===== config.mk =====
export PLATFORM = sky130hd
export DESIGN_NAME = pc_unit
export DESIGN_NICKNAME = d
export VERILOG_FILES = /design/src/rtl/pc_unit.sv
export SDC_FILE = /design/constraint.sdc
export NUM_CORES = 1
export LEC_CHECK = 0
export ABC_CLOCK_PERIOD_IN_PS = 8900
export BUFFER_PORTS_ARGS = -buffer_cell sky130_fd_sc_hd__buf_2
export CORE_MARGIN = 1
export CORE_UTILIZATION = 40
export CTS_CLUSTER_DIAMETER = 120
export CTS_CLUSTER_SIZE = 8
export DETAILED_ROUTE_END_ITERATION = 7
export HOLD_SLACK_MARGIN = 0.03
export PLACE_DENSITY_LB_ADDON = 0.05
export SKIP_LAST_GASP = 1
export SLEW_MARGIN = 30
export SYNTH_ARGS = -nofsm -noshare
export SYNTH_HDL_FRONTEND = slang
export SYNTH_SLANG_ARGS = --single-unit

===== constraint.sdc =====
create_clock -name clk -period 8.9 [get_ports clk]
set_clock_uncertainty 0.15 [all_clocks]
set_input_delay 1.335 -clock clk [delete_from_list [all_inputs] [get_ports clk]]
set_output_delay 1.335 -clock clk [all_outputs]
set_load 0.05 [all_outputs]

===== src/rtl/pc_unit.sv =====
// -----------------------------------------------------------------------------
// pc_unit -- program-counter unit for the MIPS single-cycle core.
//
// The unit holds the PC and computes the next PC itself. Next-PC sources, from
// highest to lowest priority:
//   reset, exception, (stall hold), eret, jump-register, jump, branch, PC+4.
//
// It also captures the exception PC (EPC) and traps misaligned jump-register
// targets as an address error. It can optionally include a circular
// return-address stack (RAS).
//
// Optional feature macro: PC_RAS_EN
//   defined   -> RAS of RAS_DEPTH x WIDTH entries; call/ret are honoured.
//   undefined -> call/ret are ignored, ras_empty=1, ras_full=0 and no
//                storage is built. The port list is identical in both builds.
//
// Parameters
//   WIDTH        PC/address width (>= 32)
//   RESET_VECTOR PC loaded on reset (zero-extended to WIDTH)
//   EXC_VECTOR   PC loaded on exception / address error (zero-extended)
//   RAS_DEPTH    return-address-stack entries, 2..16 (PC_RAS_EN only)
//
// Ports
//   clk           in   rising-edge clock
//   reset_n       in   synchronous reset, active low
//   stall         in   hold PC/EPC/RAS; exceptions are still taken
//   branch_taken  in   take conditional branch
//   branch_offset in   sign-extended word offset
//   jump          in   absolute jump (j/jal)
//   jump_target   in   26-bit instruction index
//   jump_reg      in   register jump (jr/jalr)
//   reg_target    in   register value for jump_reg
//   call          in   push return address (with jump or jump_reg)
//   ret           in   pop return address (with jump_reg)
//   exception     in   take exception
//   eret          in   return from exception
//   pc_out        out  current PC (registered)
//   pc_plus4      out  pc_out + 4 (combinational)
//   epc_out       out  exception PC (registered)
//   addr_err      out  one-cycle pulse after a trapped misaligned jr target
//   ras_empty     out  RAS holds no entries
//   ras_full      out  RAS holds RAS_DEPTH entries
// -----------------------------------------------------------------------------
module pc_unit #(
    parameter int unsigned WIDTH        = 32,
    parameter logic [31:0] RESET_VECTOR = 32'h0000_0000,
    parameter logic [31:0] EXC_VECTOR   = 32'h0000_0180,
    parameter int unsigned RAS_DEPTH    = 4
) (
    input  logic             clk,
    input  logic             reset_n,
    input  logic             stall,
    input  logic             branch_taken,
    input  logic [WIDTH-1:0] branch_offset,
    input  logic             jump,
    input  logic [25:0]      jump_target,
    input  logic             jump_reg,
    input  logic [WIDTH-1:0] reg_target,
    input  logic             call,
    input  logic             ret,
    input  logic             exception,
    input  logic             eret,
    output logic [WIDTH-1:0] pc_out,
    output logic [WIDTH-1:0] pc_plus4,
    output logic [WIDTH-1:0] epc_out,
    output logic             addr_err,
    output logic             ras_empty,
    output logic             ras_full
);

    // Vectors are zero-extended to the configured address width.
    localparam logic [WIDTH-1:0] RST_PC = WIDTH'(RESET_VECTOR);
    localparam logic [WIDTH-1:0] EXC_PC = WIDTH'(EXC_VECTOR);
    localparam logic [WIDTH-1:0] FOUR   = WIDTH'(4);

    // -------------------------------------------------------------------------
    // Architectural state
    // -------------------------------------------------------------------------
    logic [WIDTH-1:0] pc_q,  pc_d;
    logic [WIDTH-1:0] epc_q, epc_d;
    logic             addr_err_q, addr_err_d;

    // RAS request decode produced by the next-PC logic
    logic             ras_push;   // push pc_plus4
    logic             ras_pop;    // pop the top entry (used as the target)
    logic             ras_hit;    // ret with jump_reg and a non-empty RAS
    logic [WIDTH-1:0] ras_top;    // current top-of-stack value

    // -------------------------------------------------------------------------
    // Address arithmetic (all modulo 2^WIDTH; carries simply drop off)
    // -------------------------------------------------------------------------
    logic [WIDTH-1:0] seq_pc;
    logic [WIDTH-1:0] jump_pc;
    logic [WIDTH-1:0] branch_pc;
    logic             reg_misaligned;

    assign seq_pc    = pc_q + FOUR;
    // Jump keeps the upper segment bits of the delay-slot address.
    assign jump_pc   = {seq_pc[WIDTH-1:28], jump_target, 2'b00};
    // Bits shifted out of the top of the offset are intentionally lost.
    assign branch_pc = seq_pc + (branch_offset << 2);
    assign reg_misaligned = (reg_target[1:0] != 2'b00);

    // -------------------------------------------------------------------------
    // Next-PC selection
    // -------------------------------------------------------------------------
    always_comb begin
        pc_d       = seq_pc;
        epc_d      = epc_q;
        addr_err_d = 1'b0;
        ras_push   = 1'b0;
        ras_pop    = 1'b0;

        if (exception) begin
            // Exceptions override a stall: the stalled instruction is the
            // one that faulted, so its PC is what EPC must record.
            pc_d  = EXC_PC;
            epc_d = pc_q;
        end else if (stall) begin
            pc_d = pc_q;
        end else if (eret) begin
            pc_d = epc_q;
        end else if (jump_reg) begin
            if (ras_hit) begin
                // Predicted return address replaces reg_target entirely,
                // so no alignment check applies.
                pc_d     = ras_top;
                ras_pop  = 1'b1;
                ras_push = call;
            end else if (reg_misaligned) begin
                // Trapped: treated like an exception, so no RAS push.
                pc_d       = EXC_PC;
                epc_d      = pc_q;
                addr_err_d = 1'b1;
            end else begin
                pc_d     = reg_target;
                ras_push = call;
            end
        end else if (jump) begin
            pc_d     = jump_pc;
            ras_push = call;
        end else if (branch_taken) begin
            pc_d = branch_pc;
        end
    end

    always_ff @(posedge clk) begin
        if (!reset_n) begin
            pc_q       <= RST_PC;
            epc_q      <= '0;
            addr_err_q <= 1'b0;
        end else begin
            pc_q       <= pc_d;
            epc_q      <= epc_d;
            addr_err_q <= addr_err_d;
        end
    end

    assign pc_out   = pc_q;
    assign pc_plus4 = seq_pc;
    assign epc_out  = epc_q;
    assign addr_err = addr_err_q;

`ifdef PC_RAS_EN
    // -------------------------------------------------------------------------
    // Return-address stack
    //
    // top_q indexes the most recent entry. A push advances top_q and writes
    // there; once full, that slot is the oldest entry, so overflow silently
    // discards the oldest return address. Reads are combinational because the
    // popped value is needed as next PC in the same cycle.
    // -------------------------------------------------------------------------
    localparam int unsigned PTR_W = (RAS_DEPTH > 1) ? $clog2(RAS_DEPTH) : 1;
    localparam int unsigned CNT_W = $clog2(RAS_DEPTH + 1);
    localparam logic [PTR_W-1:0] PTR_MAX  = PTR_W'(RAS_DEPTH - 1);
    localparam logic [CNT_W-1:0] CNT_FULL = CNT_W'(RAS_DEPTH);

    logic [WIDTH-1:0] ras_mem [RAS_DEPTH];
    logic [PTR_W-1:0] top_q, top_d;
    logic [CNT_W-1:0] count_q, count_d;
    logic [PTR_W-1:0] top_inc, top_dec;
    logic             ras_wr_en;
    logic [PTR_W-1:0] ras_wr_idx;

    // Pointer wrap handled explicitly so non-power-of-two depths work.
    assign top_inc = (top_q == PTR_MAX) ? '0 : top_q + PTR_W'(1);
    assign top_dec = (top_q == '0) ? PTR_MAX : top_q - PTR_W'(1);

    assign ras_empty = (count_q == '0);
    assign ras_full  = (count_q == CNT_FULL);
    assign ras_hit   = ret && !ras_empty;
    assign ras_top   = ras_mem[top_q];

    always_comb begin
        top_d      = top_q;
        count_d    = count_q;
        ras_wr_en  = 1'b0;
        ras_wr_idx = top_q;
        if (ras_push && ras_pop) begin
            // Call and return together: swap the top in place.
            ras_wr_en  = 1'b1;
            ras_wr_idx = top_q;
        end else if (ras_push) begin
            ras_wr_en  = 1'b1;
            ras_wr_idx = top_inc;
            top_d      = top_inc;
            if (!ras_full) begin
                count_d = count_q + CNT_W'(1);
            end
        end else if (ras_pop) begin
            top_d   = top_dec;
            count_d = count_q - CNT_W'(1);
        end
    end

    always_ff @(posedge clk) begin
        if (!reset_n) begin
            top_q   <= '0;
            count_q <= '0;
        end else begin
            top_q   <= top_d;
            count_q <= count_d;
        end
    end

    // Storage has no reset; entries are only read while count_q covers them.
    always_ff @(posedge clk) begin
        if (reset_n && ras_wr_en) begin
            ras_mem[ras_wr_idx] <= seq_pc;
        end
    end
`else
    // No RAS: call/ret have no effect and the status flags are constant.
    assign ras_empty = 1'b1;
    assign ras_full  = 1'b0;
    assign ras_hit   = 1'b0;
    assign ras_top   = '0;

    logic unused_ras;
    assign unused_ras = ^{call, ret, ras_push, ras_pop};
`endif

endmodule


==> metrics.txt, run 1 <==
CP max FO 9; routed wire length 19900 um; CTS tree built; Via Count 6206; register area share after synthesis 23.7%; final net count 1027; Tcrit/Tclk final 57.9%; crit path DAT 5.26 ns; post-synthesis async set-or-reset flop share 0%; final setup violation count 0; setup_tns 0 ns; clk_lat worst skew 0.34 ns; syn_nets 867; internal power component 606 uW; first-pass GRT wire length 31000 um; Avg Inst Size Synth 7.53 um2; Max-Cap Viols 0; Final Hold Vio Count 0; cell area power density 138 mW/mm2; static leakage 3.05 nW; critical path class flop to flop; Post-Syn Instances 730; CTS clk-pin slew, worst paths 0.06 ns; fin area 0.00682 mm2; ranking of synthesized cells by area dfxtp_1 (24%), ha_1 (8.2%), nand2_1 (7.7%), o21ai_0 (5.1%), a21oi_1 (4.6%); biggest area consumer among synthesized cells dfxtp_1; initial antenna violation count 0; fin. max-slew vios 0; CP required 9.01 ns; row count 42; grt total ovfl 0; sw frac 35.7%; First DRT Iteration DRCs 436; clock power share 37.9%; Final GP Congestion 0.951; synth unique cells 62; type of the most critical hold path flop to flop; FMAX 0.194 GHz; Die Height 119 um; DRT Pass-1 Iters 7; number of port buffers 192; CP Launch Type flop; Synth top cells by count nand2_1 (113), dfxtp_1 (65), o21ai_0 (56), nor2_1 (54), a21oi_1 (50); minimum clock period 5.15 ns; Die ar. 0.0142 mm2; CTS Sinks 65; postcts setup bufs 0; Worst-Margin Slew 0.924 ns; CTS hold repair buffers 0; GRT Overall Usage 28.0%; Starting Density 41.3%; slew margin rel. 38.3%; fraction of layout instances using a drive strength above 1 25.5%; RSZ-0062 raised after global routing false; DRT antenna net count 0; area of the core 0.0133 mm2; status finished clean; crit end category flop; dominant synthesized flop cell dfxtp_1; Post-synth EDFFs 0; Layout area overhead 24.1%; Vias/cell 5.79; #FFs+latches synth 65; pin count of the biggest net entering global routing 41; Cell Area, Placed 0.00652 mm2; CTS Buf Count 9; top-count cell post-synth nand2_1; Synth top area share 23.7%; post-DP HPWL 14500 um; CTS H-tree lvls 3; combinational power share 28.6%; vias in the first global route 5746; residual DRC count 0; yosys warns 0; chip width 119 um; ant diodes 0; Clock Tree Buf Depth 2; peak supply drop 103 uV; drt wl/cell 18.5 um; Netlist Area Pre-Place 0.00550 mm2; Root Buffer clkbuf_16; fillcell total 1357; Reg power frac 33.5%; Ports 199; NetSw 336 uW; PostCTS Resize Cnt 0
## logic make-up (layout without fill, tap and decap cells)
logic type | count (synthesis) | count (layout) | share of synthesized area, %
flip-flops | 65 | 65 | 23.7
buffers and inverters | 59 | 224 | 4.62
AND/OR/NAND/NOR | 256 | 256 | 22.0
XOR/XNOR | 51 | 51 | 8.13
AO/OA/AOI/OAI | 255 | 255 | 31.9
multiplexers | 5 | 5 | 0.956
other | 2 | 2 | 0.137
adder cells (fa/ha/maj) | 37 | 37 | 8.56
## power groups by stage
| stage | registers (mW) | clock network [mW] | logic (mW) |
|---|---|---|---|
| 4_1_cts | 0.315 | 0.361 | 0.268 |
| 5_1_grt | 0.317 | 0.378 | 0.291 |
| 3_3_place_gp | 0.321 | 0 | 0.264 |
| 6_report | 0.315 | 0.358 | 0.269 |
| 3_5_place_dp | 0.321 | 0 | 0.267 |
| 2_1_floorplan | 0.349 | 0 | 0.158 |
## area by class of cell
class,instances,area [um2],area share [%]
Multi-Input combinational cell,606,3960,58.0
Sequential cell,65,1300,19.1
Timing Repair Buffer,199,1010,14.9
Clock buffer,9,225,3.30
Tap cell,176,220,3.23
Clock inverter,7,71.3,1.05
Inverter,9,33.8,0.495
## critical path, cell delays in order, from the launching register on
cell	delay (ns)
dfxtp_1	0.52
ha_1	0.29
and3_1	0.32
nand3_1	0.30
nor3_1	0.73
nand3_1	0.18
xnor2_1	0.38
ha_1	0.39
and2_1	0.18
o21ai_0	0.27
nand2b_1	0.10
a21oi_1	0.31
o21ai_0	0.13
and3_1	0.19
a2111o_1	0.41
a211oi_2	0.22
## state kept, by name, summed over array words and instances, names as in the netlist
name      flops
addr_err      1
epc_out      32
pc_out       32
## path summary, 6_finish.rpt
path                            startpoint          to  slack [ns]  cells after the start
worst max-delay path             pc_out[2]  pc_out[31]        3.75                     15
worst min-delay path            epc_out[0]   pc_out[0]        0.33                      2
worst max register to register   pc_out[2]  pc_out[31]        3.75                     15
worst min register to register  epc_out[0]   pc_out[0]        0.33                      2
## per-stage QoR
stage	setup WS, ns	power [mW]	hold WS (ns)	instances	utilization [%]
final	3.75	0.942	0.329	1071	51.3
after CTS	3.84	0.944	0.330	1071	51.3
after detailed placement	3.87	0.588	0.321	1055	49.1
after global placement	3.97	0.586	0.312	1055	49.0
after floorplan	3.68	0.507	0.527	730	-
after global routing	3.40	0.986	0.353	1071	51.3
## cells in the final DEF (no fill, tap or decap), types with 12 or more instances in the layout
master	Yosys	final
nand3_1	16	16
o21ai_0	56	56
nand2_1	113	113
xor2_1	23	23
xnor2_1	28	28
a21boi_0	32	32
a21o_1	13	13
buf_2	4	192
a211oi_1	27	27
a221o_1	21	21
nor2_1	54	54
a221oi_1	14	14
nor3_1	12	12
a21oi_1	50	49
nand4_1	14	14
ha_1	36	36
dfxtp_1	65	65
## per-layer routing
layer	global-route usage [%]	routed length, um	up-vias
met3	5.60	1590	16
met4	7.12	231	0
met5	0	0	-
li1	-	-	3002
met2	44.7	9110	262
met1	38.3	8910	2926
Note: power is estimated with default switching activity, not from simulation.
==> run 2: changes to the inputs <==
Settings changed: ABC_CLOCK_PERIOD_IN_PS 8900 to 4400.
Clock period 8.9 ns to 4.4 ns, I/O delays scaled along.
==> run 2 against run 1 <==
Register-to-register slack worse by 3.5 ns. Final cell count is 1.9% higher. Utilization up 3.2 points. Hold slack better by 0.00081 ns. Count of clock-buffer cells in the layout is 2 higher. Routed wire length up 1.9%.
==> metrics.txt, run 2 (synthesis results as in run 1) <==
DRT Pass-1 Iters 5 (-2); Clock Tree Buf Depth 2 (unchanged); hold path startpoint epc_out[12]; post-place setup slack 0.165 ns (-3.70 ns); crit end category flop; minimum clock period 4.20 ns (-0.951 ns); residual DRC count 0 (unchanged); Die Height 119 um (unchanged); hold depth 2 (unchanged); GRT Overall Usage 28.9% (+0.86 points); Tcrit/Tclk final 95.4% (+38 points); leading cell types in the layout, fill and taps excluded buf_2 (192), nand2_1 (113), o21ai_0 (56), nor2_1 (53), dfxtp_1 (52); Vias/cell 5.77 (-0.49%); Ports 199 (unchanged); Die ar. 0.0142 mm2 (unchanged); Root Buffer clkbuf_16; Total Power 1.97 mW (+110%); Layout area overhead 31.8%; CTS Sinks 65 (unchanged); row count 42 (unchanged); CTS H-tree lvls 3 (unchanged); routed wire length 20200 um (+1.9%); initial antenna violation count 0 (unchanged); postcts setup bufs 0 (unchanged); clock power share 38.7% (+0.8 points); Worst R2R Setup Slack 0.20 ns (-3.55 ns); CTS tree built; sw frac 35.1% (-0.56 points); combinational power share 28.9% (+0.3 points); multi-input combinational cell area 0.00419 mm2 (+5.9%); fin. max-slew vios 0 (unchanged); most common cell after layout, fill and taps aside buf_2; ant diodes 0 (unchanged); CTS clk-pin slew, worst paths 0.06 ns (about the same); pin count of the biggest net entering global routing 40 (-2.4%); Critical Path Most Common Cell a21o_1; static leakage 3.30 nW (+8.3%); grt total ovfl 0 (unchanged); dpl cells 1075 (+1.9%); worst reg2reg endpoint pc_out[31]; FMAX 0.238 GHz (+23%); internal power component 1.28 mW (+110%); Cell Area, Placed 0.00691 mm2 (+6.0%); drt wl/cell 18.5 um (about the same); Reg2Reg Launch Point pc_out[5]; worst hold margin 0.330 ns (+0.000813 ns); WHS Endpoint epc_out[12]; number of port buffers 192 (unchanged); CP Launch Type flop; peak supply drop 234 uV (+130%); cell area power density 272 mW/mm2 (+97%); Worst R2R Path Depth 15 (unchanged); Worst Setup SP pc_out[5]; fin area 0.00724 mm2 (+6.1%); fraction of layout instances using a drive strength above 1 31.4% (+5.9 points); cells along the critical path and4_1 > and3_1 > nand3_2 > nor2_4 > xor2_4 > ha_1 > a21o_1 > a21o_1 > a21oi_1 > o31a_1 > o31ai_2 > a211o_1 > a22o_1 > a2111o_1 > a211oi_2; Reg area 0.00132 mm2 (+1.4%); status finished clean; clk_lat worst skew 0.34 ns (about the same); area of the core 0.0133 mm2 (unchanged); first-pass GRT wire length 32100 um (+3.6%); non-filler cells, final 1091 (+1.9%); Reg power frac 32.4% (-1.1 points); crit path DAT 4.32 ns (-0.94 ns); CP required 4.52 ns (-4.49 ns); fillcell total 1338 (-1.4%); RSZ-0062 raised after global routing true; Max-Cap Viols 0 (unchanged); critical path class flop to flop; final net count 1047 (+1.9%); Crit path largest cell delay 0.42 ns (-0.31 ns); DRT antenna net count 0 (unchanged); vias in the first global route 6114 (+6.4%); NetSw 691 uW (+110%); Via Count 6291 (+1.4%); CP max FO 8 (-1); CTS Buf Count 9 (unchanged); Final Hold Vio Count 0 (unchanged); slew margin rel. 33.7% (-4.6 points); final setup violation count 0 (unchanged); chip width 119 um (unchanged); final worst slack 0.201 ns (-3.55 ns); post-DP HPWL 14900 um (+2.6%); Starting Density 41.3% (unchanged); Final GP Congestion 0.920 (-3.2%); First DRT Iteration DRCs 361 (-17%); type of the most critical hold path flop to flop; Slowest-stage cell, CP dfxtp_2; Worst-Margin Slew 0.989 ns (+0.0655 ns)
-- run 2: cell count changes in the layout (fill, tap and decap cells not counted), sizes merged --
cell	before	now
buf	199	219
clkinv	3	1
inv	9	10
clkinvlp	3	2
clkbuf	9	11
-- run 2: per-stage QoR --
step	setup TNS [ns]	util, %
floorplan	0	-
global placement	0	52.0
detailed placement	0	52.0
CTS	0	54.4
global route	-0.0171	54.5
finish	0	54.5
-- run 2: worst max-delay path by stage --
stage	to	slack, ns	cells past startpoint
3_5_place_dp	pc_out[31]	0.17	13
5_1_grt	pc_out[31]	-0.02	15
3_3_place_gp	pc_out[31]	0.25	13
6_report	pc_out[31]	0.20	15
4_1_cts	pc_out[31]	0.13	13
2_1_floorplan	pc_out[31]	0.009	12
-- run 2: critical path: cells and delay by family (launching register included) --
family	cells	cell delay, ns
compound gates	9	1.96
simple gates	4	1.09
xor+xnor	1	0.19
flops	1	0.42
fa+ha+maj	1	0.31
-- run 2: repair_timing --
| item | 4_1_cts | 5_1_grt |
|---|---|---|
| endpoints found under the setup margin | 0 | 2 |
| gates resized for setup | 0 | 3 |
| hold buffers | 0 | 0 |
-- run 2: power groups by stage --
stage,sequential [mW],clock [mW],combinational (mW)
2_1_floorplan,0.710,0,0.326
3_3_place_gp,0.650,0,0.554
3_5_place_dp,0.651,0,0.561
4_1_cts,0.638,0.774,0.564
5_1_grt,0.642,0.798,0.614
6_report,0.638,0.761,0.569
-- run 2: cell type report --
type	count	share of cell area, %
multi-input cells	606	57.8
flip-flops and latches	65	18.2
repair buffers	219	16.1
clock buffers	11	3.49
well taps	176	3.04
clock inverters	5	0.864
inverters	9	0.467
-- run 2: layer usage --
| layer | GRT usage (%) | part of all wire [%] | vias up |
|---|---|---|---|
| met5 | 0 | 0 | - |
| met2 | 45.8 | 46 | 258 |
| met3 | 6.03 | 7.2 | 31 |
| met4 | 9.81 | 2.0 | 0 |
| li1 | - | - | 3050 |
| met1 | 38.7 | 45 | 2952 |
==> run 3: changes to the inputs <==
Settings changed: CORE_MARGIN 1 to 5.
==> run 3 against run 2 <==
Sequential share of layout area rose by 0.054 points. Power decreased by 3.9%. Hold slack worse by 0.0073 ns. Critical endpoint unchanged. Sequential power about the same. Worst setup slack better by 0.017 ns. Critical path depth up 1. Global-route usage down 4.3 points. Routed wire length grew 1.6%.
==> metrics.txt, run 3 (synthesis results as in run 1) <==
status finished clean; CTS tree built; dpl cells 1077 (+0.19%); Clock Tree Buf Depth 2 (unchanged); chip width 127 um (+6.7%); leading cell types in the layout, fill and taps excluded buf_2 (192), nand2_1 (113), o21ai_0 (56), nor2_1 (53), dfxtp_1 (52); Die ar. 0.0162 mm2 (+14%); clk_lat worst skew 0.33 ns (about the same); DRT Pass-1 Iters 6 (+1); worst hold margin 0.323 ns (-0.00728 ns); static leakage 3.30 nW (-0.13%); Worst R2R Setup Slack 0.22 ns (+0.02 ns); setup_tns 0 ns (unchanged); Tcrit/Tclk final 95.0% (-0.38 points); first-pass GRT wire length 32200 um (about the same); slew margin rel. 57.9% (+24 points); internal power component 1.25 mW (-2.1%); grt total ovfl 0 (unchanged); FMAX 0.239 GHz (+0.40%); First DRT Iteration DRCs 306 (-15%); Via Count 6119 (-2.7%); sw frac 33.9% (-1.3 points); area of the core 0.0133 mm2 (+0.39%); Worst R2R Path Depth 16 (+1); Ports 199 (unchanged); Starting Density 41.2% (-0.16 points); ant diodes 0 (unchanged); Worst-Margin Slew 0.632 ns (-0.357 ns); type of the most critical hold path flop to flop; GRT Overall Usage 24.6% (-4.3 points); crit end category flop; fin. max-slew vios 0 (unchanged); pin count of the biggest net entering global routing 40 (unchanged); drt wl/cell 18.8 um (+1.6%); critical path class flop to flop; hold depth 2 (unchanged); Crit path largest cell delay 0.42 ns (about the same); Reg2Reg Launch Point pc_out[5]; number of port buffers 192 (unchanged); CTS Sinks 65 (unchanged); hold path startpoint epc_out[1]; DRT antenna net count 0 (unchanged); clock power share 36.2% (-2.5 points); worst reg2reg endpoint pc_out[31]; routed wire length 20500 um (+1.6%); fraction of layout instances using a drive strength above 1 31.1% (-0.29 points); minimum clock period 4.18 ns (-0.0169 ns); CTS Buf Count 9 (unchanged); final net count 1049 (+0.19%); non-filler cells, final 1090 (-0.092%); Root Buffer clkbuf_16; Final GP Congestion 0.851 (-7.6%); Final Hold Vio Count 0 (unchanged); Max-Cap Viols 0 (unchanged); Vias/cell 5.61 (-2.6%); row count 42 (unchanged); fillcell total 1358 (+1.5%); cells along the critical path and4_1 > and3_1 > nand3_2 > buf_4 > nor3_4 > nand3_1 > xnor2_4 > ha_1 > and2_1 > o21ai_0 > nand2b_1 > a21oi_2 > o21ai_0 > and3_1 > a2111o_1 > a211oi_2; RSZ-0062 raised after global routing false; final setup violation count 0 (unchanged); Reg power frac 33.9% (+1.5 points); most common cell after layout, fill and taps aside buf_2; CTS hold repair buffers 0 (unchanged); Slowest-stage cell, CP dfxtp_2; CTS H-tree lvls 3 (unchanged); residual DRC count 0 (unchanged); Layout area overhead 31.4%; cell area power density 262 mW/mm2 (-3.7%); crit path DAT 4.28 ns (-0.04 ns); peak supply drop 219 uV (-6.7%); vias in the first global route 6049 (-1.1%); initial antenna violation count 0 (unchanged); combinational power share 30.0% (+1.1 points); CTS clk-pin slew, worst paths 0.05 ns (about the same); NetSw 640 uW (-7.4%); CP required 4.50 ns (-0.02 ns); Die Height 127 um (+6.7%); CP Launch Type flop; post-DP HPWL 15700 um (+5.7%); WHS Endpoint pc_out[1]; CP max FO 8 (unchanged)
==> run 3: cell count changes in the layout (fill, tap and decap cells not counted), sizes merged <==
cell	change
buf	+2
inv	-1
clkinv	-1
clkinvlp	-2
clkbuf	+1
==> run 3: layout make-up <==
class	instances	area [um2]	share of cell area (%)
clock buffers	12	246	3.41
clock inverters	1	30.0	0.416
multi-input cells	606	4190	58.0
inverters	9	33.8	0.468
flip-flops and latches	65	1320	18.3
well taps	176	220	3.05
repair buffers	221	1180	16.3
==> run 3: metrics by stage <==
step | instance area (um2) | worst slack (ns) | util, % | power [mW]
2_1_floorplan | 5740 | 0.00875 | - | 1.04
5_1_grt | 7220 | 0.00472 | 54.1 | 1.98
6_report | 7220 | 0.218 | 54.1 | 1.89
3_5_place_dp | 6930 | 0.131 | 51.9 | 1.21
4_1_cts | 7210 | 0.117 | 54.0 | 1.90
3_3_place_gp | 6930 | 0.184 | 51.9 | 1.21
==> run 3: power groups by stage <==
stage          Combinational [mW]  Sequential (mW)  Clock [mW]
2_1_floorplan               0.326            0.710           0
3_3_place_gp                0.557            0.651           0
3_5_place_dp                0.560            0.652           0
4_1_cts                     0.563            0.640       0.695
5_1_grt                     0.614            0.643       0.722
6_report                    0.566            0.641       0.684
==> run 3: worst max-delay path by stage <==
stage	from	to
2_1_floorplan	pc_out[18]	pc_out[31]
3_3_place_gp	pc_out[6]	pc_out[31]
3_5_place_dp	pc_out[5]	pc_out[31]
4_1_cts	pc_out[5]	pc_out[31]
5_1_grt	pc_out[5]	pc_out[24]
6_report	pc_out[5]	pc_out[31]
==> run 3: what timing repair did <==
action                     4_1_cts  5_1_grt
hold endpoints to repair         0        0
setup endpoints to repair        0        4
resized for setup                0        3
buffers inserted                 0        0
==> run 3: per-layer routing <==
metal / global-route usage [%] / vias up / part of all wire, %
li1: - / 3029 / -
met1: 33.0 / 2856 / 44
met2: 41.2 / 215 / 47
met3: 4.05 / 19 / 7.2
met4: 6.25 / 0 / 1.3
met5: 0 / - / 0
==> run 3: worst max-delay path: cells and delay by family (launching register included) <==
kind,cells,cell delay (ns)
AO/OA/AOI/OAI,5,1.19
buffers and inverters,1,0.20
AND/OR/NAND/NOR,8,1.60
flip-flops,1,0.42
adder cells (fa/ha/maj),1,0.27
XOR/XNOR,1,0.26
